===== src/rtl/sram_slot_arbiter.sv =====
// sram_slot_arbiter
//   Shares one external SRAM/ROM port between the CPU load/store path and the
//   VGA fetcher. A free-running 3-bit slot counter defines an 8-slot frame.
//   VGA has priority in slots 0..VGA_SLOTS-1. Outside that window the CPU has
//   priority. Arbitration is work-conserving: an idle port is always handed to
//   any requester.
//   Each access is IDLE -> ACCESS (ACC_CYC cycles) -> RELEASE (1 cycle).
//   All outputs are registered.
//
//   Optional feature macro: STARVE_GUARD_EN.
//     When it is defined, a counter tracks the VGA grants made while the CPU
//     is waiting. At STARVE_MAX, the CPU wins the next arbitration even inside
//     the VGA window.
//
// Handshake (both requesters):
//   - req is held until the matching ack.
//   - gnt pulses for one cycle in the first ACCESS cycle.
//   - ack pulses in the RELEASE cycle. rdata is valid while ack is high.
//   - A req still high after the edge that ends the ack cycle is a new request.
//   - Address, we and wdata are sampled on the grant edge only.
//
// Ports:
//   clk, rst                         clock, synchronous active-low reset
//   cpu_req/we/addr/wdata            CPU request inputs
//   cpu_gnt/ack/rdata                CPU responses
//   vga_req/addr                     VGA read request inputs
//   vga_gnt/ack/rdata                VGA responses
//   sram_ce_n/oe_n/we_n              active-low memory strobes
//   sram_addr/dout                   latched address / write data
//   sram_din                         data returned from memory
//   slot                             free-running slot counter
module sram_slot_arbiter #(
   parameter int DW         = 16,
   parameter int AW         = 16,
   parameter int ACC_CYC    = 2,
   parameter int VGA_SLOTS  = 4,
   parameter int STARVE_MAX = 4
) (
   input  logic          clk,
   input  logic          rst,
   input  logic          cpu_req,
   input  logic          cpu_we,
   input  logic [AW-1:0] cpu_addr,
   input  logic [DW-1:0] cpu_wdata,
   output logic          cpu_gnt,
   output logic          cpu_ack,
   output logic [DW-1:0] cpu_rdata,
   input  logic          vga_req,
   input  logic [AW-1:0] vga_addr,
   output logic          vga_gnt,
   output logic          vga_ack,
   output logic [DW-1:0] vga_rdata,
   output logic          sram_ce_n,
   output logic          sram_oe_n,
   output logic          sram_we_n,
   output logic [AW-1:0] sram_addr,
   output logic [DW-1:0] sram_dout,
   input  logic [DW-1:0] sram_din,
   output logic [2:0]    slot
);

   typedef enum logic [1:0] {IDLE, ACCESS, RELEASE} state_t;

   localparam int            CW       = (ACC_CYC > 1) ? $clog2(ACC_CYC) : 1;
   localparam logic [CW-1:0] LAST_CYC = CW'(ACC_CYC - 1);
   localparam logic [3:0]    WIN_LIM  = 4'(VGA_SLOTS);

   state_t        state, state_nx;
   logic [CW-1:0] cyc, cyc_nx;
   logic          own_vga, own_vga_nx;
   logic          wr, wr_nx;
   logic [AW-1:0] addr_nx;
   logic [DW-1:0] dout_nx, cpu_rdata_nx, vga_rdata_nx;
   logic          ce_nx, oe_nx, we_nx;
   logic          cpu_gnt_nx, vga_gnt_nx, cpu_ack_nx, vga_ack_nx;

   logic in_window, force_cpu, vga_first, pick_vga, pick_cpu;

   // VGA wins inside its window unless the starvation guard forces the CPU.
   // Outside the window, VGA is served only when the CPU is not asking.
   assign in_window = ({1'b0, slot} < WIN_LIM);
   assign vga_first = vga_req && in_window && !force_cpu;
   assign pick_vga  = vga_first || (vga_req && !cpu_req);
   assign pick_cpu  = cpu_req && !vga_first;

`ifdef STARVE_GUARD_EN
   localparam int SW = $clog2(STARVE_MAX + 1);
   logic [SW-1:0] starve_cnt;

   assign force_cpu = cpu_req && (starve_cnt == SW'(STARVE_MAX));

   always_ff @(posedge clk) begin
      if (!rst) begin
         starve_cnt <= '0;
      end else if (state == IDLE) begin
         if (pick_cpu)
            starve_cnt <= '0;
         else if (pick_vga && cpu_req && (starve_cnt != SW'(STARVE_MAX)))
            starve_cnt <= starve_cnt + 1'b1;
      end
   end
`else
   assign force_cpu = 1'b0;
`endif

   always_ff @(posedge clk) begin
      if (!rst) begin
         state     <= IDLE;
         cyc       <= '0;
         own_vga   <= 1'b0;
         wr        <= 1'b0;
         slot      <= 3'd0;
         sram_ce_n <= 1'b1;
         sram_oe_n <= 1'b1;
         sram_we_n <= 1'b1;
         sram_addr <= '0;
         sram_dout <= '0;
         cpu_rdata <= '0;
         vga_rdata <= '0;
         cpu_gnt   <= 1'b0;
         vga_gnt   <= 1'b0;
         cpu_ack   <= 1'b0;
         vga_ack   <= 1'b0;
      end else begin
         state     <= state_nx;
         cyc       <= cyc_nx;
         own_vga   <= own_vga_nx;
         wr        <= wr_nx;
         slot      <= slot + 3'd1;
         sram_ce_n <= ce_nx;
         sram_oe_n <= oe_nx;
         sram_we_n <= we_nx;
         sram_addr <= addr_nx;
         sram_dout <= dout_nx;
         cpu_rdata <= cpu_rdata_nx;
         vga_rdata <= vga_rdata_nx;
         cpu_gnt   <= cpu_gnt_nx;
         vga_gnt   <= vga_gnt_nx;
         cpu_ack   <= cpu_ack_nx;
         vga_ack   <= vga_ack_nx;
      end
   end

   // Strobe values are computed one cycle ahead, so the registered strobes
   // line up with the state they belong to.
   always_comb begin
      state_nx     = state;
      cyc_nx       = cyc;
      own_vga_nx   = own_vga;
      wr_nx        = wr;
      addr_nx      = sram_addr;
      dout_nx      = sram_dout;
      cpu_rdata_nx = cpu_rdata;
      vga_rdata_nx = vga_rdata;
      ce_nx        = 1'b1;
      oe_nx        = 1'b1;
      we_nx        = 1'b1;
      cpu_gnt_nx   = 1'b0;
      vga_gnt_nx   = 1'b0;
      cpu_ack_nx   = 1'b0;
      vga_ack_nx   = 1'b0;
      unique case (state)
         IDLE: begin
            if (pick_vga || pick_cpu) begin
               state_nx   = ACCESS;
               cyc_nx     = '0;
               own_vga_nx = pick_vga;
               wr_nx      = pick_cpu && cpu_we;
               addr_nx    = pick_vga ? vga_addr : cpu_addr;
               if (pick_cpu)
                  dout_nx = cpu_wdata;
               cpu_gnt_nx = pick_cpu;
               vga_gnt_nx = pick_vga;
               ce_nx      = 1'b0;
               oe_nx      = wr_nx;
               // The first write cycle sets up the address with we_n high.
               // A single-cycle access must strobe immediately.
               we_nx      = !(wr_nx && (ACC_CYC == 1));
            end
         end
         ACCESS: begin
            if (cyc == LAST_CYC) begin
               state_nx = RELEASE;
               if (!wr) begin
                  if (own_vga)
                     vga_rdata_nx = sram_din;
                  else
                     cpu_rdata_nx = sram_din;
               end
               cpu_ack_nx = !own_vga;
               vga_ack_nx = own_vga;
            end else begin
               cyc_nx = cyc + 1'b1;
               ce_nx  = 1'b0;
               oe_nx  = wr;
               we_nx  = !wr;
            end
         end
         RELEASE: state_nx = IDLE;
         default: state_nx = IDLE;
      endcase
   end

endmodule


===== config.mk =====
export PLATFORM = sky130hd
export DESIGN_NAME = sram_slot_arbiter
export DESIGN_NICKNAME = d
export VERILOG_FILES = /design/src/rtl/sram_slot_arbiter.sv
export SDC_FILE = /design/constraint.sdc
export NUM_CORES = 1
export LEC_CHECK = 0
export CAP_MARGIN = 20
export CORE_ASPECT_RATIO = 1.5
export CORE_UTILIZATION = 28
export DETAILED_ROUTE_END_ITERATION = 8
export HOLD_SLACK_MARGIN = 0.1
export MAX_ROUTING_LAYER = met4
export SLEW_MARGIN = 25
export SYNTH_ARGS = -nofsm -noshare
export SYNTH_HDL_FRONTEND = slang
export SYNTH_SLANG_ARGS = --single-unit

===== constraint.sdc =====
create_clock -name clk -period 3.6 [get_ports clk]
set_clock_uncertainty 0.05 [all_clocks]
set_input_delay 0.36 -clock clk [delete_from_list [all_inputs] [get_ports clk]]
set_output_delay 0.36 -clock clk [all_outputs]
set_load 0.005 [all_outputs]

Word level (Yosys, flattened, before mapping)

Index checks and enable logic that the tools add are counted.

Bits in registers: 79
Bits in latches: 0
Memory bits (writable): 0
ROM bits: 0
Input bits: 69
Output and inout port bits: 74
Logic and storage cells: 60
Memories kept: 0

$add $sub $neg: 2
Multipliers: 0
Divide/modulo/power cells: 0
Order comparisons: 1
Equal/unequal tests: 3
Shift-type cells: 0
Muxes and demuxes: 13
Bitwise gates (word level): 4
Reduce and logical (&&, ||, !) cells: 21

Operators with widths:

| cell                                                            | count |
|---|---|
| 16-bit 2-to-1 mux                                               | 1 |
| 3-bit AND reduction                                             | 3 |
| 4-bit AND reduction                                             | 2 |
| 1-bit 2-to-1 mux                                                | 6 |
| 1-bit case mux with 2 select lines                              | 3 |
| 2-bit AND reduction                                             | 3 |
| 1-bit logical AND                                               | 4 |
| 1-bit zero test                                                 | 4 |
| 2-bit 2-to-1 mux                                                | 2 |
| 2-bit inequality test, second input constant                    | 2 |
| 1-bit inverter                                                  | 4 |
| 2-bit case mux with 2 select lines                              | 1 |
| 3-bit by 1-bit adder with 3-bit output, second input constant   | 1 |
| 3-bit less-than comparator, second input constant               | 1 |
| 3-bit OR reduction                                              | 1 |
| 2-bit by 1-bit == test with 1-bit output, second input constant | 1 |
| 2-bit zero test                                                 | 1 |
| 1-bit logical OR                                                | 2 |
| 2-bit nonzero test                                              | 1 |
| 1-bit adder, second input constant                              | 1 |

Longest topological paths before layout

Gate-level depths: netlist of the first run.

Depth in word-level cells: 7
Depth in mapped cells: 6
Mapped depth without buffers: 3

Least setup slack after synthesis of the first run

No wires, ideal clock.

Kind: input to register
Start: input port cpu_req
End: register sram_addr[10]
Library setup time: 133 ps
Arrival: 1218 ps
Data required time: 3417 ps
Path slack: 2199 ps
Stages: 6
Cell sequence: buf_2 -> or2_1 -> buf_2 -> buf_4 -> a21oi_1 -> a311oi_1

Longest elaborated chain between the ends: 5
Elaborated cells on any way between the ends: 7
Classes of those cells: mux (1); reduce/logical (6)

RTL lines:

| item                                 | line | source |
|---|---|---|
| from (decl)                          | 41   | `input logic cpu_req,` |
| 1-bit zero test                      | 83   | `assign pick_vga = vga_first \|\| (vga_req && !cpu_req);` |
| 1-bit logical AND                    | 83   |  |
| 1-bit logical OR                     | 83   |  |
| 1-bit logical OR                     | 164  | `if (pick_vga \|\| pick_cpu) begin` |
| 2-bit AND reduction (no source line) | n/a  |  |
| to (signal assigned)                 | 133  | `sram_addr <= addr_nx;` |
| to (decl)                            | 56   | `output logic [AW-1:0] sram_addr,` |

Parallel ways exist; a longest one is shown, timed or not.
A chain may end at the register's enable or synchronous reset.

Worst setup path in the final report of the first run

Start: register slot[2]
End: output port slot[2]

RTL lines:

| item                   | line | source |
|---|---|---|
| from (decl)            | 59   | `output logic [2:0] slot` |
| from (signal assigned) | 129  | `slot <= slot + 3'd1;` |

No word-level cell between the ends.

==> results.py, run 1 <==
metrics = {
    "status": {
        "status": "complete, no violations",
    },
    "grt": {
        "grtUsageTotal_pct": 14.81,
        "grt_max_degree": 55,
        "grt_pass1_vias": 2763,
        "grt_overflow": 0,
        "grt_pass1_wl_um": 13170,
        "antenna_found_initial": 0,
    },
    "clocking": {
        "ctsResizeCount": 0,
        "insertion_delay_ns": 0.32,
        "post_cts_buffers": 0,
        "cts-root-buf": "clkbuf_16",
        "cts_buffers": 9,
        "cts_tree": "built",
        "ctsHtreeMaxLevel": 3,
        "ctsHoldBuffers": 0,
        "clock-sinks": 79,
        "clk_pin_slew_worst_paths_ns": 0.06,
        "clockBufferDepth": 2,
    },
    "placement": {
        "dp_slack_ns": 1.471,
        "port-buffer-count": 142,
        "dp_hpwl_um": 6090,
        "dpl_cell_area_sq_mm": 0.004642,
        "gp_congestion": 0.7116,
    },
    "synth": {
        "synth_seq_area_share_pct": 50.00,
        "synth_cell_type_count": 34,
        "async_flop_share_pct": 0,
        "synth_nets": 406,
        "synth_warnings": 0,
        "syn_avg_cell_area_sq_um": 9.414,
        "yosys.area.top_type_share_pct": 50.00,
        "netlist_area_sq_mm": 0.003163,
        "ys_seq_elements": 79,
        "syn-instance-count": 336,
        "synth-main-ff-cell": "dfxtp_1",
        "yosysTopAreaCell": "dfxtp_1",
        "synth-edff-count": 0,
        "yosys-top-cells-area": "dfxtp_1 (50%), mux2i_1 (15%), nand2_1 (14%)",
    },
    "worst_setup_path": {
        "r2r_start": "state[0]$_SDFFE_PN0P_",
        "path_delay_family": "buffers and inverters",
        "cp-end-kind": "primary output",
        "critPathBufInv": 1,
        "cpPeakStageDelay_ns": 0.59,
        "crit_chain": "clkdlybuf4s50_1",
        "critPathLaunchType": "register",
        "crit_path_start": "slot[2]$_SDFF_PN0_",
        "crit_arrival_ns": 1.46,
        "critPathMaxFanout": 6,
        "critPathRequiredTime_ns": 3.19,
        "crit_type": "register to primary output",
        "critPathSlowestCell": "clkdlybuf4s50_1",
    },
    "cells_and_area": {
        "post-route-cell-area_sq_mm": 0.004933,
        "final_layout_size_suffix_gt1_share_pct": 5.720,
        "fin_nets": 537,
        "final_cell_mix": "clkdlybuf4s50_1 (141), nand2_1 (114), dfxtp_1 (79), mux2i_1 (48), a21oi_1 (18)",
        "antenna_cells": 0,
        "utilization_pct": 44.86,
        "area_growth_pct": 55.97,
        "final_common_cell": "clkdlybuf4s50_1",
    },
    "sta": {
        "rsz0062_at_grt": "false",
        "fmax_mhz": 534.8,
        "slew_headroom_pct": 49.69,
        "final-hold-violation-count": 0,
        "setup_viol": 0,
        "timing.final.crit_share_pct": 51.94,
        "setup_ws_ns": 1.730,
        "finalSetupTns_ns": 0,
        "fin_crit_ns": 1.870,
        "maxSlewViolCount": 0,
        "tightest_slew_ns": 0.7511,
    },
    "floorplan": {
        "die_w_um": 88.78,
        "core_area_sq_mm": 0.01100,
        "initial_core_util_pct": 28.76,
        "dieArea_sq_mm": 0.01173,
        "die_y_um": 132.2,
        "pin_count": 143,
        "rows": 47,
    },
    "min_path": {
        "hp-start": "slot[0]$_SDFF_PN0_",
        "hold_class": "register to register",
    },
    "flow_run": {
        "maxCapViolations": 0,
    },
    "routing": {
        "drc": 0,
        "detail-route-antenna-nets": 0,
        "drtIter0Drc": 39,
        "dr_total_vias": 2769,
        "drtPass1Iterations": 4,
        "wl_per_cell_um": 13.37,
        "wirelength_um": 8275,
        "vias_per_cell": 4.473,
    },
    "pwr": {
        "leakage_nw": 1.998,
        "vdd_drop_max_v": 0.0002233,
        "power.density_mw_per_mm2": 440.3,
        "finalPower_mw": 2.172,
    },
}
-- area by class of cell --
type	count	area, sq um
clock inverter	5	58.81
tap	147	183.9
sequential	79	1582
inverter	3	11.26
multi-input combinational	227	1411
timing repair buffer	147	1454
fill	1086	6063
clock buffer	11	232.7
-- layer usage --
layer | up-vias | GRT usage [%] | share of wire (%)
met4 | 0 | 5.466 | 1.7
met2 | 96 | 26.03 | 52
li1 | 1397 | - | -
met1 | 1264 | 15.69 | 40
met5 | - | - | 0
met3 | 12 | 3.507 | 5.6
-- flip-flops by register name, indices dropped and copies added, names as in the netlist, 2 cells and up --
name and count:
sram_dout 16, state 2, vga_rdata 16, sram_addr 16, cpu_rdata 16, slot 3
-- power breakdown --
part	leakage (nW)	internal, mW	switching (mW)
logic	1.22	0.199	0.136
registers	0.645	0.925	0.0340
clock network	0.136	0.537	0.341
-- per-stage QoR --
step                std cells  hold WS (ns)
global placement          603        0.3805
finish                    619        0.3984
floorplan                 336        0.3799
global route              619        0.4188
CTS                       619        0.4005
detailed placement        603        0.3871
-- synth_stat cells (2+ instances only) --
cell type and number:
mux2i_1 48, and3_1 2, nand2_1 114, a21oi_1 18, o31ai_1 2, nor2b_1 2, nand4b_1 2, dfxtp_1 79
inv_1 3, o21ai_0 2, buf_1 2, a311oi_1 16, buf_6 3, buf_2 10, and2_1 2, nor2_1 4
buf_4 3, clkbuf_1 8
-- path summary, 6_finish.rpt --
| path | end | depth (start not counted) | slack, ns |
|---|---|---|---|
| worst max-delay path | slot[2] | 1 | 1.73 |
| worst min-delay path | slot[0]$_SDFF_PN0_ | 1 | 0.40 |
| worst max register to register | wr$_SDFFE_PN0P_ | 3 | 1.86 |
| worst min register to register | slot[0]$_SDFF_PN0_ | 1 | 0.40 |
-- worst register-to-register path: stages (launching register included) --
cell and delay, ns:
dfxtp_1 0.42, nor2_4 0.48, o211ai_4 0.38, o32ai_1 0.32
-- cell families (layout without fill, tap and decap cells) --
logic type | after synthesis | after routing | share of synthesized area [%]
flip-flops | 79 | 79 | 50.00
AO/OA/AOI/OAI | 45 | 45 | 10.80
AND/OR/NAND/NOR | 132 | 132 | 17.80
buffers and inverters | 30 | 166 | 5.538
multiplexers | 48 | 48 | 15.19
XOR/XNOR | 1 | 1 | 0.2769
adder cells (fa/ha/maj) | 1 | 1 | 0.3955
Power figures use the tool's default switching activity.
==> run 2: changes to the inputs <==
clock period = 1.58 ns   (was 3.6 ns; I/O delays follow)
==> run 2 against run 1 <==
  * Design area rose by 3.6%
  * First-iteration DRC count rose by 110%
  * Via count rose by 3.0%
  * Sequential power rose by 130%
  * Highest routed layer unchanged
  * Register-to-register slack got worse by 1.6 ns
  * Routed wire length rose by 4.5%
  * Worst setup slack got worse by 1.6 ns
  * Sequential share of layout area fell by 1.1 points
  * Global-route usage rose by 0.41 points
  * Critical path type unchanged
==> results.py, run 2 (same netlist as run 1, synthesis figures left out) <==
metrics = {
    "status": {
        "status": "complete, no violations",
    },
    "grt": {
        "grt_pass1_vias": 2839,
        "grt_max_degree": 81,
        "grt_overflow": 0,
        "use_met3_pct": 3.319,
        "antenna_found_initial": 0,
        "grtUsageTotal_pct": 15.22,
        "grt_pass1_wl_um": 13390,
        "grt_use_met2_pct": 27.52,
        "top_usage_layer": "met2",
        "use_met1_pct": 15.94,
    },
    "placement": {
        "gp_congestion": 0.7046,
        "dp_hpwl_um": 6419,
        "port-buffer-count": 142,
        "dp_cells": 617,
    },
    "routing": {
        "wirelength_um": 8650,
        "wl_per_cell_um": 13.69,
        "dr_total_vias": 2851,
        "drtPass1Iterations": 5,
        "vias_per_cell": 4.511,
        "drtIter0Drc": 83,
        "drc": 0,
        "detail-route-antenna-nets": 0,
    },
    "floorplan": {
        "die_w_um": 88.78,
        "pin_count": 143,
        "initial_core_util_pct": 28.76,
        "die_y_um": 132.2,
        "core_area_sq_mm": 0.01100,
        "rows": 47,
        "dieArea_sq_mm": 0.01173,
    },
    "clocking": {
        "clock-sinks": 79,
        "clockBufferDepth": 2,
        "ctsHtreeMaxLevel": 3,
        "clk_pin_slew_worst_paths_ns": 0.06,
        "cts_buffers": 9,
        "ctsHoldBuffers": 0,
        "cts_tree": "built",
        "cts-root-buf": "clkbuf_16",
        "insertion_delay_ns": 0.32,
        "post_cts_buffers": 0,
    },
    "worst_setup_path": {
        "r2r_end": "cpu_rdata[10]$_SDFFE_PN0P_",
        "critPathCapture": "slot[2]",
        "reg2reg_depth": 4,
        "crit_chain": "clkdlybuf4s50_1",
        "crit_type": "register to primary output",
        "critPathSlowestCell": "clkdlybuf4s50_1",
        "crit_arrival_ns": 1.28,
        "critPathBufInv": 1,
        "crit_cells": 1,
        "crit_path_start": "slot[2]$_SDFF_PN0_",
        "reg2reg_slack_ns": 0.22,
        "cpPeakStageDelay_ns": 0.53,
        "critPathLaunchType": "register",
        "critPathMaxFanout": 5,
        "r2r_start": "state[1]$_SDFFE_PN0P_",
        "critPathRequiredTime_ns": 1.37,
        "cp-end-kind": "primary output",
        "path_delay_family": "buffers and inverters",
    },
    "cells_and_area": {
        "final_common_cell": "clkdlybuf4s50_1",
        "final_cells": 632,
        "final_layout_size_suffix_gt1_share_pct": 8.866,
        "multi_input_area_sq_mm": 0.001411,
        "antenna_cells": 0,
        "area_growth_pct": 61.55,
        "n_fill_cell": 1083,
        "ff_latch_area_sq_mm": 0.001583,
        "fin_nets": 551,
        "final_cell_mix": "clkdlybuf4s50_1 (141), nand2_1 (114), dfxtp_1 (78), mux2i_1 (48), a21oi_1 (18)",
    },
    "min_path": {
        "hold_class": "input pin to register",
    },
    "sta": {
        "fmax_mhz": 672.8,
        "final-hold-violation-count": 0,
        "slew_headroom_pct": 78.10,
        "finalSetupTns_ns": 0,
        "maxSlewViolCount": 0,
        "setup_viol": 0,
        "tightest_slew_ns": 0.3282,
        "fin_crit_ns": 1.486,
        "timing.final.crit_share_pct": 94.07,
        "rsz0062_at_grt": "false",
    },
    "pwr": {
        "leakage_nw": 2.099,
        "finalPower_mw": 5.177,
        "vdd_drop_max_v": 0.0005112,
        "power.density_mw_per_mm2": 1013,
    },
    "flow_run": {
        "maxCapViolations": 0,
    },
}
[run 2: changes by cell type in the layout (fill, tap and decap cells not counted)]
cell,previous run,this run
clkbuf_1,2,0
dfxtp_1,79,78
buf_12,0,4
clkinvlp_4,2,1
dfxtp_2,0,1
buf_4,5,15
clkinv_2,1,2
bufinv_16,1,2
[run 2: area by class of cell]
cell class                 count  share of cell area (%)
timing repair buffer         161                   31.49
sequential                    79                   30.97
multi-input combinational    227                   27.62
clock buffer                   9                   4.407
tap                          147                   3.599
clock inverter                 6                   1.690
inverter                       3                  0.2204
[run 2: stage by stage]
| stage | setup slack (ns) | cell area, sq um | hold slack, ns | utilization [%] |
|---|---|---|---|---|
| after CTS | 0.06944 | 5110 | 0.1141 | 46.47 |
| after global placement | 0.009055 | 4797 | 0.3807 | 43.62 |
| final | 0.09372 | 5110 | 0.1163 | 46.47 |
| after detailed placement | -0.05872 | 4797 | 0.3927 | 43.62 |
| after floorplan | 0.2230 | 3163 | 0.2468 | - |
| after global routing | 0.06870 | 5110 | 0.1341 | 46.47 |
[run 2: worst min-delay path by stage]
stage | cells after the start | endpoint | start | slack, ns
CTS | 2 | sram_ce_n$_SDFF_PN1_ | rst | 0.11
detailed placement | 1 | slot[0]$_SDFF_PN0_ | slot[0]$_SDFF_PN0_ | 0.39
finish | 2 | sram_ce_n$_SDFF_PN1_ | rst | 0.12
global placement | 1 | slot[0]$_SDFF_PN0_ | slot[0]$_SDFF_PN0_ | 0.38
floorplan | 2 | sram_dout[0]$_SDFFE_PN0P_ | cpu_wdata[0] | 0.25
global route | 2 | sram_ce_n$_SDFF_PN1_ | rst | 0.13
[run 2: power breakdown]
part	internal, mW	switching [mW]
registers	2.11	0.0723
clock network	1.37	0.793
logic	0.502	0.331
total	3.98	1.20
[run 2: repair_timing]
item / in CTS / in global routing
hold endpoints to repair: 0 / 0
setup endpoints to repair: 1 / 0
gates resized for setup: 1 / 0
[run 2: layer usage]
metal / wire (um) / share of wire [%] / vias up
met2: 4630 / 54 / 95
met1: 3486 / 40 / 1319
met5: 0 / 0 / -
met3: 438 / 5.1 / 6
met4: 95 / 1.1 / 0
li1: - / - / 1431
